==> src/rtl/lcd_sum_formatter_if.sv <==
// rtl/lcd_sum_formatter_if.sv - valid/ready item link from the sum formatter to the LCD writer
// Purpose: carries one {rs,data} item per transfer; a transfer occurs when out_valid && out_ready.
// Signals:
//   out_data  [7:0]  command byte or ASCII character (master -> slave)
//   out_rs           0 = command, 1 = character data  (master -> slave)
//   out_valid        item present                      (master -> slave)
//   out_ready        consumer accepts item this cycle  (slave -> master)
interface lcd_sum_formatter_if;
  logic [7:0] out_data;
  logic       out_rs;
  logic       out_valid;
  logic       out_ready;

  modport master (output out_data, output out_rs, output out_valid, input out_ready);
  modport slave  (input out_data, input out_rs, input out_valid, output out_ready);
endinterface

==> src/rtl/lcd_sum_formatter.sv <==
// rtl/lcd_sum_formatter.sv - formats "AA+BB=SSS" plus a position command for the HD44780 writer
// Purpose: snapshots a and b, forms a+b, converts each value to decimal digits by repeated
//   subtraction (one step per cycle) and streams 10 items: POS_CMD, then the text.
// Ports:
//   clk    in   system clock (posedge)
//   rst    in   synchronous active-high reset
//   a, b   in   unsigned operands, WIDTH bits (WIDTH legal 1..6)
//   start  in   conversion request, sampled only while idle
//   lcd    master modport: out_data/out_rs/out_valid out, out_ready in
//   busy   out  high from capture until the final item is accepted
//   done   out  one-cycle pulse after the final item is accepted
module lcd_sum_formatter #(
  parameter int         WIDTH        = 5,
  parameter logic [7:0] POS_CMD      = 8'h80,
  parameter bit         AUTO_REFRESH = 1'b0
) (
  input  logic                 clk,
  input  logic                 rst,
  input  logic [WIDTH-1:0]     a,
  input  logic [WIDTH-1:0]     b,
  input  logic                 start,
  lcd_sum_formatter_if.master  lcd,
  output logic                 busy,
  output logic                 done
);

  typedef enum logic [2:0] {IDLE, CAPTURE, CONV_A, CONV_B, CONV_S, EMIT} state_t;

  state_t           state;
  logic [WIDTH-1:0] snap_a;
  logic [WIDTH-1:0] snap_b;
  logic [WIDTH:0]   snap_s;
  logic [6:0]       work;      // value being decomposed; 7 bits covers the largest sum (126)
  logic [3:0]       hund;
  logic [3:0]       tens;
  logic [3:0]       a_t, a_o, b_t, b_o, s_h, s_t, s_o;
  logic [3:0]       idx;       // index of the item currently presented
  logic             trigger;
  logic [8:0]       next_item; // {rs,data} for item idx+1

  // Auto refresh compares live inputs against the last snapshot, so a change made
  // while busy is picked up once the FSM is back in IDLE.
  assign trigger = start || (AUTO_REFRESH && ({a, b} != {snap_a, snap_b}));

  function automatic logic [7:0] ascii(input logic [3:0] d);
    return 8'h30 + {4'h0, d};
  endfunction

  always_comb begin
    next_item = {1'b0, POS_CMD};
    case (idx)
      4'd0: next_item = {1'b1, ascii(a_t)};
      4'd1: next_item = {1'b1, ascii(a_o)};
      4'd2: next_item = {1'b1, 8'h2B};
      4'd3: next_item = {1'b1, ascii(b_t)};
      4'd4: next_item = {1'b1, ascii(b_o)};
      4'd5: next_item = {1'b1, 8'h3D};
      4'd6: next_item = {1'b1, ascii(s_h)};
      4'd7: next_item = {1'b1, ascii(s_t)};
      4'd8: next_item = {1'b1, ascii(s_o)};
      default: next_item = {1'b0, POS_CMD};
    endcase
  end

  always_ff @(posedge clk) begin
    if (rst) begin
      state         <= IDLE;
      snap_a        <= '0;
      snap_b        <= '0;
      snap_s        <= '0;
      work          <= '0;
      hund          <= '0;
      tens          <= '0;
      a_t           <= '0;
      a_o           <= '0;
      b_t           <= '0;
      b_o           <= '0;
      s_h           <= '0;
      s_t           <= '0;
      s_o           <= '0;
      idx           <= '0;
      lcd.out_data  <= '0;
      lcd.out_rs    <= 1'b0;
      lcd.out_valid <= 1'b0;
      busy          <= 1'b0;
      done          <= 1'b0;
    end else begin
      done <= 1'b0;
      case (state)
        IDLE: begin
          if (trigger) begin
            busy  <= 1'b1;
            state <= CAPTURE;
          end
        end

        CAPTURE: begin
          snap_a <= a;
          snap_b <= b;
          snap_s <= {1'b0, a} + {1'b0, b};
          work   <= 7'(a);
          hund   <= '0;
          tens   <= '0;
          state  <= CONV_A;
        end

        CONV_A, CONV_B, CONV_S: begin
          if (work >= 7'd100) begin
            work <= work - 7'd100;
            hund <= hund + 4'd1;
          end else if (work >= 7'd10) begin
            work <= work - 7'd10;
            tens <= tens + 4'd1;
          end else begin
            // Digit extraction finished for this value; hand over to the next one.
            hund <= '0;
            tens <= '0;
            case (state)
              CONV_A: begin
                a_t   <= tens;
                a_o   <= work[3:0];
                work  <= 7'(snap_b);
                state <= CONV_B;
              end
              CONV_B: begin
                b_t   <= tens;
                b_o   <= work[3:0];
                work  <= 7'(snap_s);
                state <= CONV_S;
              end
              default: begin
                s_h           <= hund;
                s_t           <= tens;
                s_o           <= work[3:0];
                idx           <= '0;
                lcd.out_data  <= POS_CMD;
                lcd.out_rs    <= 1'b0;
                lcd.out_valid <= 1'b1;
                state         <= EMIT;
              end
            endcase
          end
        end

        EMIT: begin
          // Item registers only move on a transfer, so they hold while stalled.
          if (lcd.out_valid && lcd.out_ready) begin
            if (idx == 4'd9) begin
              lcd.out_valid <= 1'b0;
              busy          <= 1'b0;
              done          <= 1'b1;
              state         <= IDLE;
            end else begin
              idx          <= idx + 4'd1;
              lcd.out_rs   <= next_item[8];
              lcd.out_data <= next_item[7:0];
            end
          end
        end

        default: state <= IDLE;
      endcase
    end
  end

endmodule

==> src/flat_wrapper.sv <==
// flat-port wrapper written by rule: the top's interface ports become plain ports
module lcd_sum_formatter_flat 
#(
  parameter int         WIDTH        = 5,
  parameter logic [7:0] POS_CMD      = 8'h80,
  parameter bit         AUTO_REFRESH = 1'b0
)
  (clk, rst, a, b, start, busy, done, lcd_out_data, lcd_out_rs, lcd_out_valid, lcd_out_ready);
  lcd_sum_formatter_if lcd_i ();
  input  logic clk;
  input  logic rst;
  input  logic [WIDTH-1:0] a;
  input  logic [WIDTH-1:0] b;
  input  logic start;
  output logic busy;
  output logic done;
  output wire logic [$bits(lcd_i.out_data)-1:0] lcd_out_data;
  output wire logic [$bits(lcd_i.out_rs)-1:0] lcd_out_rs;
  output wire logic [$bits(lcd_i.out_valid)-1:0] lcd_out_valid;
  input wire logic [$bits(lcd_i.out_ready)-1:0] lcd_out_ready;
  assign lcd_out_data = lcd_i.out_data;
  assign lcd_out_rs = lcd_i.out_rs;
  assign lcd_out_valid = lcd_i.out_valid;
  assign lcd_i.out_ready = lcd_out_ready;
  lcd_sum_formatter #(.WIDTH(WIDTH), .POS_CMD(POS_CMD), .AUTO_REFRESH(AUTO_REFRESH)) u_core (.clk(clk), .rst(rst), .a(a), .b(b), .start(start), .lcd(lcd_i), .busy(busy), .done(done));
endmodule
==> config.mk <==
export PLATFORM = sky130hd
export DESIGN_NAME = lcd_sum_formatter_flat
export DESIGN_NICKNAME = d
export VERILOG_FILES = /design/src/rtl/lcd_sum_formatter_if.sv /design/src/rtl/lcd_sum_formatter.sv /design/src/flat_wrapper.sv
export SDC_FILE = /design/constraint.sdc
export NUM_CORES = 1
export LEC_CHECK = 0
export BUFFER_PORTS_ARGS = -buffer_cell sky130_fd_sc_hd__buf_2
export CORE_MARGIN = 5
export CORE_UTILIZATION = 60
export CTS_CLUSTER_SIZE = 30
export DETAILED_ROUTE_END_ITERATION = 6
export GPL_TIMING_DRIVEN = 0
export HOLD_SLACK_MARGIN = 0.03
export PLACE_DENSITY_LB_ADDON = 0.08
export SLEW_MARGIN = 0
export SYNTH_ARGS = -nofsm -noshare
export SYNTH_HDL_FRONTEND = slang
export SYNTH_SLANG_ARGS = --single-unit
==> constraint.sdc <==
create_clock -name clk -period 3.1 [get_ports clk]
set_clock_uncertainty 0.1 [all_clocks]
set_input_delay 0.155 -clock clk [delete_from_list [all_inputs] [get_ports clk]]
set_output_delay 0.155 -clock clk [all_outputs]
set_load 0.005 [all_outputs]
==> impl_metrics.tcl <==
set metrics [dict create \
    layout_common_cells "dfxtp_1 (71), nand2_1 (55), a21oi_1 (49)" \
    finalSetupTns_ns 0 \
    rows 29 \
    place.gp.congestion 0.944 \
    antenna_left 0 \
    via_count 3713 \
    clockRootBuffer "clkbuf_8" \
    path_class "reg -> reg" \
    outcome "finished clean" \
    core_um2 6280 \
    cts_tree "yes" \
    synth-adder-area-share_pct 5.75 \
    required_ns 3.22 \
    path_max_fanout 10 \
    fmax_ghz 0.366 \
    synth-xor-area-share_pct 2.06 \
    r2r_slack_ns 0.37 \
    hold_violations 0 \
    drv_cap 0 \
    leakage_nw 1.73 \
    initial_utilization_pct 61.0 \
    grt_pass1_vias 3404 \
    ys_types 64 \
    worstHoldPathType "in -> reg" \
    die_area_um2 8080 \
    die_y_um 89.9 \
    wl_per_cell_um 17.8 \
    grt_pass1_wl_um 16900 \
    synth_top_family_by_area "compound AO/OA/AOI/OAI gates" \
    ys_async_sr_fraction_pct 0 \
    drtPass1Iterations 5 \
    synthMuxAreaShare_pct 4.77 \
    final_common_cell "dfxtp_1" \
    grt_max_degree 15 \
    drtIter0Drc 345 \
    slew_viol_final 0 \
    cts_buffer_depth 2 \
    diodes 0 \
    ys_seq_area_share_pct 37.1 \
    pin_count 26 \
    worst_pin_slew_ns 1.09 \
    synth.avg_cell_area_um2 8.15 \
    synth_seq_cells 71 \
    cts_sinks 71 \
    cts_htree_levels 3 \
    synth_area_um2 3830 \
    port_buffers 24 \
    clock_latency_ns 0.35 \
    synth-simple-area-share_pct 21.1 \
    fillCellCount 550 \
    gr-total-overflow 0 \
    grt_setup_unrepaired "false" \
    antenna_found_initial 0 \
    cp-start-kind "flop" \
    drive_gt1_share_pct 12.4 \
    utilization_pct 68.6 \
    final_nets 542 \
    ys.flop_type "dfxtp_1" \
    synthCells 470 \
    vias_per_cell 6.26 \
    hpwl_um 7600 \
    cellPowerDensity_nw_per_um2 642 \
    cts.clk_slew.worst_paths_ns 0.08 \
    die_width_um 89.9 \
    crit_path_end_kind "flop" \
    wl_um 10600 \
    area_delta_synth_final_pct 12.5 \
    cp.arrival_ns 2.85 \
    min_period_over_period_pct 88.0 \
    ys_warn_count 0 \
    synth_edf_count 0 \
    finalCriticalPeriod_ns 2.73 \
    report.final.setup_viol 0 \
    grt_use_total_pct 25.5 \
    slew_headroom_pct 27.1 \
    syn_nets 501 \
    cts_inserted_buffers 9 \
    ir_drop_v 0.000385 \
    cts_resized 0 \
    drc_errors 0 \
    synth_compound_area_share_pct 23.7 \
]
synth_stat cells, types with 5 or more instances:
cell	instances	share of area [%]
dfxtp_1	71	37
nand2_1	55	5.4
a21oi_1	49	6.4
nor2_1	38	3.7
o21ai_0	29	3.8
clkbuf_1	22	2.2
nand3_1	20	2.6
ha_1	16	5.2
mux2i_1	16	4.2
inv_1	15	1.5
nor3_1	11	1.4
nor2b_1	9	1.5
a211oi_1	7	1.4
buf_2	7	0.91
nand3b_1	7	1.4
a221oi_1	6	1.4
o211ai_1	6	1.2
a22oi_1	5	0.98
nand2b_1	5	0.82
xnor2_1	5	1.1
metrics by stage:
| stage | area [µm²] | setup slack (ns) | hold slack, ns | power, mW | cells |
|---|---|---|---|---|---|
| after floorplan | 3830 | 1.00 | 0.191 | 1.72 | 470 |
| after global placement | 4050 | 0.520 | 0.316 | 1.96 | 571 |
| after detailed placement | 4050 | 0.470 | 0.318 | 1.98 | 571 |
| after CTS | 4310 | 0.447 | 0.0687 | 2.75 | 593 |
| after global routing | 4310 | 0.281 | 0.0984 | 2.91 | 593 |
| final | 4310 | 0.371 | 0.0766 | 2.77 | 593 |
layer usage:
metal  track usage (%)  wire length, µm
met5                 0                0
met3              3.84              873
met1              34.0             4540
met2              41.6             4880
met4              9.43              272
state kept, by name, indices dropped and copies added (netlist names), 5 cells and up:
register             count
u_core.lcd.out_data      7
u_core.snap_b            5
u_core.snap_s            6
u_core.work              7
timing repair:
action | CTS | global route
hold buffers | 6 | 0
setup buffers | 0 | 0
hold endpoints to repair | 6 | 0
setup endpoints to repair | 0 | 0
cell families (layout without fill, tap and decap cells):
family                   Yosys count  after routing
AND/OR/NAND/NOR                  167            167
AO/OA/AOI/OAI                    138            138
flip-flops                        71             71
buffers and inverters             49             95
multiplexers                      18             18
adder cells (fa/ha/maj)           17             17
XOR/XNOR                           9              9
other                              1              1
area by class of cell:
cell class	instances	area, µm²	share of cell area [%]
multi-input cells	350	2200	51.1
flip-flops and latches	71	1420	33.0
repair buffers	30	180	4.18
plain buffers	34	151	3.51
clock buffers	9	124	2.87
well taps	77	96.3	2.24
clock inverters	7	78.8	1.83
inverters	15	56.3	1.31
where the power goes:
part,internal (mW),leakage (nW),total [mW],switching (mW)
clock,0.383,0.105,0.772,0.389
sequential,0.987,0.575,1.08,0.0896
combinational,0.311,1.05,0.920,0.609
total,1.68,1.73,2.77,1.09
worst max-delay path, cell delays in order (launching register included):
cell      delay [ns]
dfxtp_1         0.56
inv_1           0.15
ha_1            0.24
nand2b_1        0.20
nand4_1         0.22
clkbuf_1        0.38
clkbuf_1        0.46
nor3_1          0.10
a21oi_1         0.13
nor2_1          0.05
worst paths after layout:
path,start,to,cells after the start
worst max-delay path,u_core.work[1],u_core.s_o[2],9
worst min register to register,u_core.snap_s[2],u_core.snap_s[2],2
worst min-delay path,lcd_out_ready,u_core.done,4
worst max register to register,u_core.work[1],u_core.s_o[2],9
(Power assumes the default switching activity.)
